--- config.mk ---
export PLATFORM = sky130hd
export DESIGN_NAME = mem_arbiter
export DESIGN_NICKNAME = d
export VERILOG_FILES = /design/src/rtl/mem_arbiter.sv
export SDC_FILE = /design/constraint.sdc
export NUM_CORES = 1
export LEC_CHECK = 0
export CORE_ASPECT_RATIO = 0.8
export CORE_MARGIN = 2
export CORE_UTILIZATION = 25
export DETAILED_ROUTE_END_ITERATION = 8
export GPL_TIMING_DRIVEN = 0
export PLACE_DENSITY = 0.65
export SYNTH_ARGS = -nofsm -noshare
export SYNTH_HDL_FRONTEND = slang
export SYNTH_SLANG_ARGS = --single-unit
--- constraint.sdc ---
create_clock -name clk -period 3.8 [get_ports clk]
set_input_delay 0.95 -clock clk [delete_from_list [all_inputs] [get_ports clk]]
set_output_delay 0.95 -clock clk [all_outputs]
set_load 0.005 [all_outputs]
--- src/rtl/mem_arbiter.sv ---
// Two-port round-robin arbiter/sequencer in front of the single-port MIPS data/instruction memory.
// Each granted access spends one cycle on the memory and one cycle acknowledging the requester.
module mem_arbiter #(
  parameter int unsigned DATA_W    = 32,
  parameter int unsigned ADDR_BITS = 10
) (
  input  logic              clk,
  input  logic              reset,

  input  logic              a_req,
  input  logic              a_we,
  input  logic [31:0]       a_addr,
  input  logic [DATA_W-1:0] a_wdata,
  output logic              a_ack,
  output logic              a_err,
  output logic [DATA_W-1:0] a_rdata,

  input  logic              b_req,
  input  logic              b_we,
  input  logic [31:0]       b_addr,
  input  logic [DATA_W-1:0] b_wdata,
  output logic              b_ack,
  output logic              b_err,
  output logic [DATA_W-1:0] b_rdata,

  output logic [31:0]       mem_addr,
  output logic [DATA_W-1:0] mem_wdata,
  output logic              mem_we,
  output logic              mem_re,
  input  logic [DATA_W-1:0] mem_rdata
);

  localparam int unsigned AW = 32;

  localparam logic [1:0] IDLE   = 2'd0;
  localparam logic [1:0] ACCESS = 2'd1;
  localparam logic [1:0] ACK    = 2'd2;

  localparam logic PORT_A = 1'b0;
  localparam logic PORT_B = 1'b1;

  logic [1:0]           state;
  logic [1:0]           state_nxt;

  logic                 grant_vld;
  logic                 grant_port;
  logic                 last;

  logic                 lat_port;
  logic                 lat_we;
  logic                 lat_in_range;
  logic [ADDR_BITS-1:0] lat_addr;
  logic [DATA_W-1:0]    lat_wdata;

  logic                 a_in_range;
  logic                 b_in_range;
  logic                 rd_capture;
  logic [DATA_W-1:0]    rd_value;

  assign a_in_range = (a_addr[AW-1:ADDR_BITS] == '0);
  assign b_in_range = (b_addr[AW-1:ADDR_BITS] == '0);

  // On a tie the port that was not granted last wins
  always_comb begin
    grant_vld  = a_req | b_req;
    grant_port = PORT_A;
    if (a_req && b_req) begin
      grant_port = ~last;
    end else if (b_req) begin
      grant_port = PORT_B;
    end
  end

  always_ff @(posedge clk) begin
    if (reset) begin
      state <= IDLE;
    end else begin
      state <= state_nxt;
    end
  end

  always_comb begin
    state_nxt = state;
    case (state)
      IDLE:    if (grant_vld) state_nxt = ACCESS;
      ACCESS:  state_nxt = ACK;
      ACK:     state_nxt = IDLE;
      default: state_nxt = IDLE;
    endcase
  end

  // Latch the granted request; the other port is ignored until the next IDLE
  always_ff @(posedge clk) begin
    if (reset) begin
      last         <= PORT_B;
      lat_port     <= PORT_A;
      lat_we       <= 1'b0;
      lat_in_range <= 1'b0;
      lat_addr     <= '0;
      lat_wdata    <= '0;
    end else if (state == IDLE && grant_vld) begin
      last     <= grant_port;
      lat_port <= grant_port;
      if (grant_port == PORT_B) begin
        lat_we       <= b_we;
        lat_in_range <= b_in_range;
        lat_addr     <= b_addr[ADDR_BITS-1:0];
        lat_wdata    <= b_wdata;
      end else begin
        lat_we       <= a_we;
        lat_in_range <= a_in_range;
        lat_addr     <= a_addr[ADDR_BITS-1:0];
        lat_wdata    <= a_wdata;
      end
    end
  end

  // Out-of-range reads return zero without touching the memory
  assign rd_capture = (state == ACCESS) && !lat_we;
  assign rd_value   = lat_in_range ? mem_rdata : '0;

  always_ff @(posedge clk) begin
    if (reset) begin
      a_rdata <= '0;
      b_rdata <= '0;
    end else if (rd_capture) begin
      if (lat_port == PORT_B) begin
        b_rdata <= rd_value;
      end else begin
        a_rdata <= rd_value;
      end
    end
  end

  assign mem_addr  = AW'(lat_addr);
  assign mem_wdata = lat_wdata;
  assign mem_we    = (state == ACCESS) && lat_in_range &&  lat_we && !reset;
  assign mem_re    = (state == ACCESS) && lat_in_range && !lat_we && !reset;

  assign a_ack = (state == ACK) && (lat_port == PORT_A);
  assign b_ack = (state == ACK) && (lat_port == PORT_B);
  assign a_err = a_ack && !lat_in_range;
  assign b_err = b_ack && !lat_in_range;

endmodule

==> out/results.tsv, run 1 <==
metric	value	unit
top_level_ports	300	
die_area	20500	µm²
grt_pass1_wl	27000	µm
cp_max_fo	10	
synth_cell_types	30	
p_leak	2.98	nW
rows	45	
tritoncts	built	
pre_cts_slack	0.513	ns
worstMarginPinSlew	0.700	ns
postCtsSetupBuffers	0	
power	2.88	mW
ys_seq_area_share	46.3	%
clk_transition_reported_paths	0.08	ns
drc	0	
async_reset_ff_share	0	%
critical_path_class	flop to output port	
dp_hpwl	14100	µm
grt_pass1_vias	4846	
place_congestion	0.792	
rsz0062_at_grt	false	
vias	4961	
area_growth	71.5	%
ctsHoldBuffers	0	
period_needed	3.37	ns
clk_latency	0.35	ns
grt_max_degree	19	
syn_area_per_cell	8.88	µm²
worst_setup_path_end_kind	output port	
vdd_drop_max	0.208	mV
clockRootBuffer	clkbuf_16	
ant_nets	0	
worstPathCellList	clkbuf_1 > buf_2 > buf_1 > and3_1 > clkdlybuf4s50_1	
antenna_found_initial	0	
clock_path_buffers	2	
utilization	43.8	%
worst_slack	0.433	ns
period_share	88.6	%
io_buffers	277	
cts_buffers	9	
required	2.85	ns
cp_slowest_cell	clkdlybuf4s50_1	
hold_class	flop to flop	
status	complete, no violations	
slew-limit-headroom	53.3	%
gr-usage-all-layers	16.8	%
grt.overflow.total	0	
synth_top_area_share	46.3	%
finalSetupViolCount	0	
via_per_inst	4.44	
yosys_warnings	0	
yosys.area.top_type	dfxtp_1	
syn_inst	546	
wl_per_cell	15.9	µm
slew_violations	0	
synthTopCellsByCount	112 x dfxtp_1, 65 x a21oi_1, 65 x nand2_1	
die_w	160	µm
max-cap-violations	0	
start_kind	flop	
synth-edff-count	0	
final-hold-violation-count	0	
core	19000	µm²
antenna_cells	0	
synthFlopType	dfxtp_1	
nets	1021	
htree_levels	3	
n_fill_cell	1912	
cp.buffers_inverters	4	
crit_family	buffers and inverters	
ys_ff_latch	112	
cts_resized	0	
drt_iter0_drc	157	
wl	17800	µm
final_layout_size_suffix_gt1_share	10.5	%
clock-skew-final	0.0107	ns
slowest_delay	0.53	ns
fmaxAchievable	297	MHz
numClockSinks	112	
start_util	25.5	%
arrival	2.42	ns
synth_most_common_cell	dfxtp_1	
syn_area	4850	µm²
synthTopCellsByArea	dfxtp_1 46%, mux2i_1 9.1%, a21oi_1 6.7%	
die_y	129	µm
tns	0	ns
drtPass1Iterations	4	
p_per_area	346	nW/µm²
worst reg2reg max path, cell delays in order (launching register included):
cell and delay, ns:
dfxtp_1 0.31, clkbuf_1 0.23, buf_2 0.30, buf_1 0.46, nand3_1 0.14, a21oi_1 0.16
final timing paths:
kind,startpoint,endpoint,slack [ns],cells past startpoint
worst max register to register,lat_in_range,a_rdata[28],2.13,5
worst max-delay path,lat_in_range,mem_we,0.43,5
worst min register to register,a_rdata[18],a_rdata[18],0.45,2
worst min-delay path,a_rdata[18],a_rdata[18],0.45,2
through the flow:
step,hold slack [ns],instance area (µm²),std cells
2_1_floorplan,0.453,4930,567
3_3_place_gp,0.442,8020,1102
3_5_place_dp,0.447,8020,1102
4_1_cts,0.458,8310,1117
5_1_grt,0.477,8310,1117
6_report,0.455,8310,1117
kinds of logic (layout without fill, tap and decap cells):
kind of cell,count (synthesis),count (layout),share of synthesized area [%]
and+or+nand+nor,206,206,19.5
DFF,112,112,46.3
muxes,44,44,9.09
other,1,22,0.0774
AOI/OAI and AO/OA,111,111,16.1
buffers and inverters,72,364,8.98
registers in the layout, summed over array words and instances, names as in the netlist:
name,count
a_rdata,32
b_rdata,32
last,1
lat_addr,10
lat_in_range,1
lat_port,1
lat_we,1
mem_wdata,32
state,2
routing by layer:
layer	share of wire, %	GRT usage, %
met3	7.2	4.48
met4	1.6	4.97
met2	46	28.2
met1	45	21.5
met5	0	0
placed cells by master, fill, tap and decap left out, types with 20 or more instances in the layout:
master,Yosys,layout
clkdlybuf4s50_1,0,277
nand3_1,64,64
nand2_1,65,65
clkbuf_1,22,22
a211oi_1,23,23
a211oi_2,20,20
conb_1,1,22
dfxtp_1,112,112
a21oi_1,65,65
mux2i_1,44,44
buf_4,25,25
nor2_1,51,51
where the power goes:
group / internal [mW] / switching [mW]
Combinational: 0.372 / 0.287
Sequential: 1.24 / 0.0367
Clock: 0.487 / 0.456
Total: 2.10 / 0.780
area by class of cell:
cell class / instances / area (µm²) / share of cell area (%)
Clock inverter: 4 / 36.3 / 0.437
Clock buffer: 11 / 253 / 3.04
Buffer: 70 / 428 / 5.15
Multi-Input combinational cell: 383 / 2250 / 27.1
Inverter: 2 / 7.51 / 0.0903
Tap cell: 258 / 323 / 3.88
Sequential cell: 112 / 2240 / 27.0
Timing Repair Buffer: 277 / 2770 / 33.4
Power figures use the tool's default switching activity.
==> run 2, diff against run 1 <==
--- a/config.mk
+++ b/config.mk
@@ -8,9 +8,11 @@
 export CORE_ASPECT_RATIO = 0.8
 export CORE_MARGIN = 2
 export CORE_UTILIZATION = 25
+export CTS_BUF_LIST = sky130_fd_sc_hd__clkbuf_8 sky130_fd_sc_hd__clkbuf_16
 export DETAILED_ROUTE_END_ITERATION = 8
 export GPL_TIMING_DRIVEN = 0
 export PLACE_DENSITY = 0.65
+export RECOVER_POWER = 50
 export SYNTH_ARGS = -nofsm -noshare
 export SYNTH_HDL_FRONTEND = slang
 export SYNTH_SLANG_ARGS = --single-unit
==> out/results.tsv, run 2 (synthesis gave the netlist of run 1 again) <==
metric	value	unit	change
status	complete, no violations		
rsz0062_at_grt	false		
required	2.85	ns	about the same
grt_pass1_wl	27000	µm	unchanged
top_usage_layer	met2		
p_leak	3.29	nW	+11%
final_cell_mix	170 x clkdlybuf4s50_1, 112 x dfxtp_1, 107 x dlygate4sd3_1		
period_share	89.8	%	+1.2 points
final_layout_size_suffix_gt1_share	10.5	%	unchanged
numClockSinks	112		unchanged
io_buffers	277		unchanged
ctsHoldBuffers	0		unchanged
use_met2	28.2	%	unchanged
pre_cts_slack	0.513	ns	unchanged
ant_nets	0		unchanged
tns	0	ns	unchanged
cp_max_fo	4		-6
n_fill_cell	1912		unchanged
finalSetupViolCount	0		unchanged
start_util	25.5	%	unchanged
top_level_ports	300		unchanged
p_per_area	343	nW/µm²	-0.85%
hold_depth	2		unchanged
nets	1021		unchanged
tritoncts	built		
cts_buffers	9		unchanged
max-cap-violations	0		unchanged
grt_use_met3	4.48	%	unchanged
area_growth	71.5	%	unchanged
grt_pass1_vias	4846		unchanged
antenna_found_initial	0		unchanged
reg2reg_depth	5		unchanged
worst_slack	0.389	ns	-0.0446 ns
dp_hpwl	14100	µm	unchanged
wl_per_cell	15.9	µm	-0.15%
drtPass1Iterations	4		unchanged
worstPathCellList	dlygate4sd3_1 > nor2_1 > nand2_1 > nor2_1 > clkdlybuf4s50_1		
hold_class	flop to flop		
cp.buffers_inverters	2		-2
worst_setup_path_end_kind	output port		
period_needed	3.41	ns	+0.0446 ns
core	19000	µm²	unchanged
place_congestion	0.792		unchanged
power	2.85	mW	-0.85%
finalNonFillerCells	1117		unchanged
gr-usage-all-layers	16.8	%	unchanged
antenna_cells	0		unchanged
clk_transition_reported_paths	0.08	ns	about the same
start_kind	input pin		
die_area	20500	µm²	unchanged
drt_iter0_drc	160		+1.9%
crit_cells	5		unchanged
dp.cells	1102		unchanged
arrival	2.46	ns	+0.04 ns
die_w	160	µm	unchanged
grt.overflow.total	0		unchanged
drc	0		unchanged
wl	17700	µm	-0.15%
critical_path_class	input pin to output port		
postCtsSetupBuffers	0		unchanged
rows	45		unchanged
slew-limit-headroom	53.4	%	+0.064 points
grt_max_degree	19		unchanged
slowest_delay	0.60	ns	+0.07 ns
clock-skew-final	0.0111	ns	+0.000347 ns
clockRootBuffer	clkbuf_16		
clk_latency	0.35	ns	about the same
cts_resized	0		unchanged
clock_path_buffers	2		unchanged
worstMarginPinSlew	0.699	ns	-0.000963 ns
vdd_drop_max	0.209	mV	+0.37%
slew_violations	0		unchanged
fmaxAchievable	293	MHz	-1.3%
htree_levels	3		unchanged
crit_family	buffers and inverters		
mostFrequentLayoutCell	clkdlybuf4s50_1		
via_per_inst	4.43		-0.30%
cp_slowest_cell	dlygate4sd3_1		
use_met1	21.5	%	unchanged
vias	4946		-0.30%
final-hold-violation-count	0		unchanged
die_y	129	µm	unchanged
cp_common_cell	nor2_1		
## run 2: cell types whose count changed in the layout (fill, tap and decap cells not counted), sizes merged
cell,before,now
dlygate4sd3,0,107
clkdlybuf4s50,277,170
## run 2: final cells by class
type,count,area [µm²],share of cell area [%]
Multi-Input combinational cell,383,2250,27.1
Tap cell,258,323,3.88
Timing Repair Buffer,277,2770,33.4
Sequential cell,112,2240,27.0
Buffer,70,428,5.15
Inverter,2,7.51,0.0903
Clock inverter,4,36.3,0.437
Clock buffer,11,253,3.04
## run 2: worst paths after layout
check,slack (ns),from,to
max reg2reg,2.13,lat_in_range,a_rdata[28]
min reg2reg,0.45,a_rdata[18],a_rdata[18]
max,0.39,reset,mem_re
min,0.45,a_rdata[18],a_rdata[18]
## run 2: power by group
group / internal (mW) / switching [mW] / total, mW / leakage (nW)
Sequential: 1.24 / 0.0340 / 1.27 / 0.915
Combinational: 0.350 / 0.287 / 0.638 / 2.24
Clock: 0.487 / 0.456 / 0.942 / 0.140
## run 2: per-layer routing
layer | wire length (µm) | up-vias
li1 | - | 2481
met1 | 7930 | 2258
met2 | 8280 | 189
met3 | 1230 | 18
met4 | 289 | 0
met5 | 0 | -
## run 2: per-stage QoR
stage	hold WS (ns)	area, µm²	util [%]
detailed placement	0.447	8020	42.3
global route	0.474	8310	43.8
floorplan	0.453	4930	-
CTS	0.458	8310	43.8
global placement	0.442	8020	42.3
finish	0.452	8310	43.8
## run 2: worst register-to-register path, stage by stage, from the launching register on
cell	delay [ns]
dfxtp_1	0.31
clkbuf_1	0.23
buf_2	0.30
buf_1	0.46
nand3_1	0.14
a21oi_1	0.16
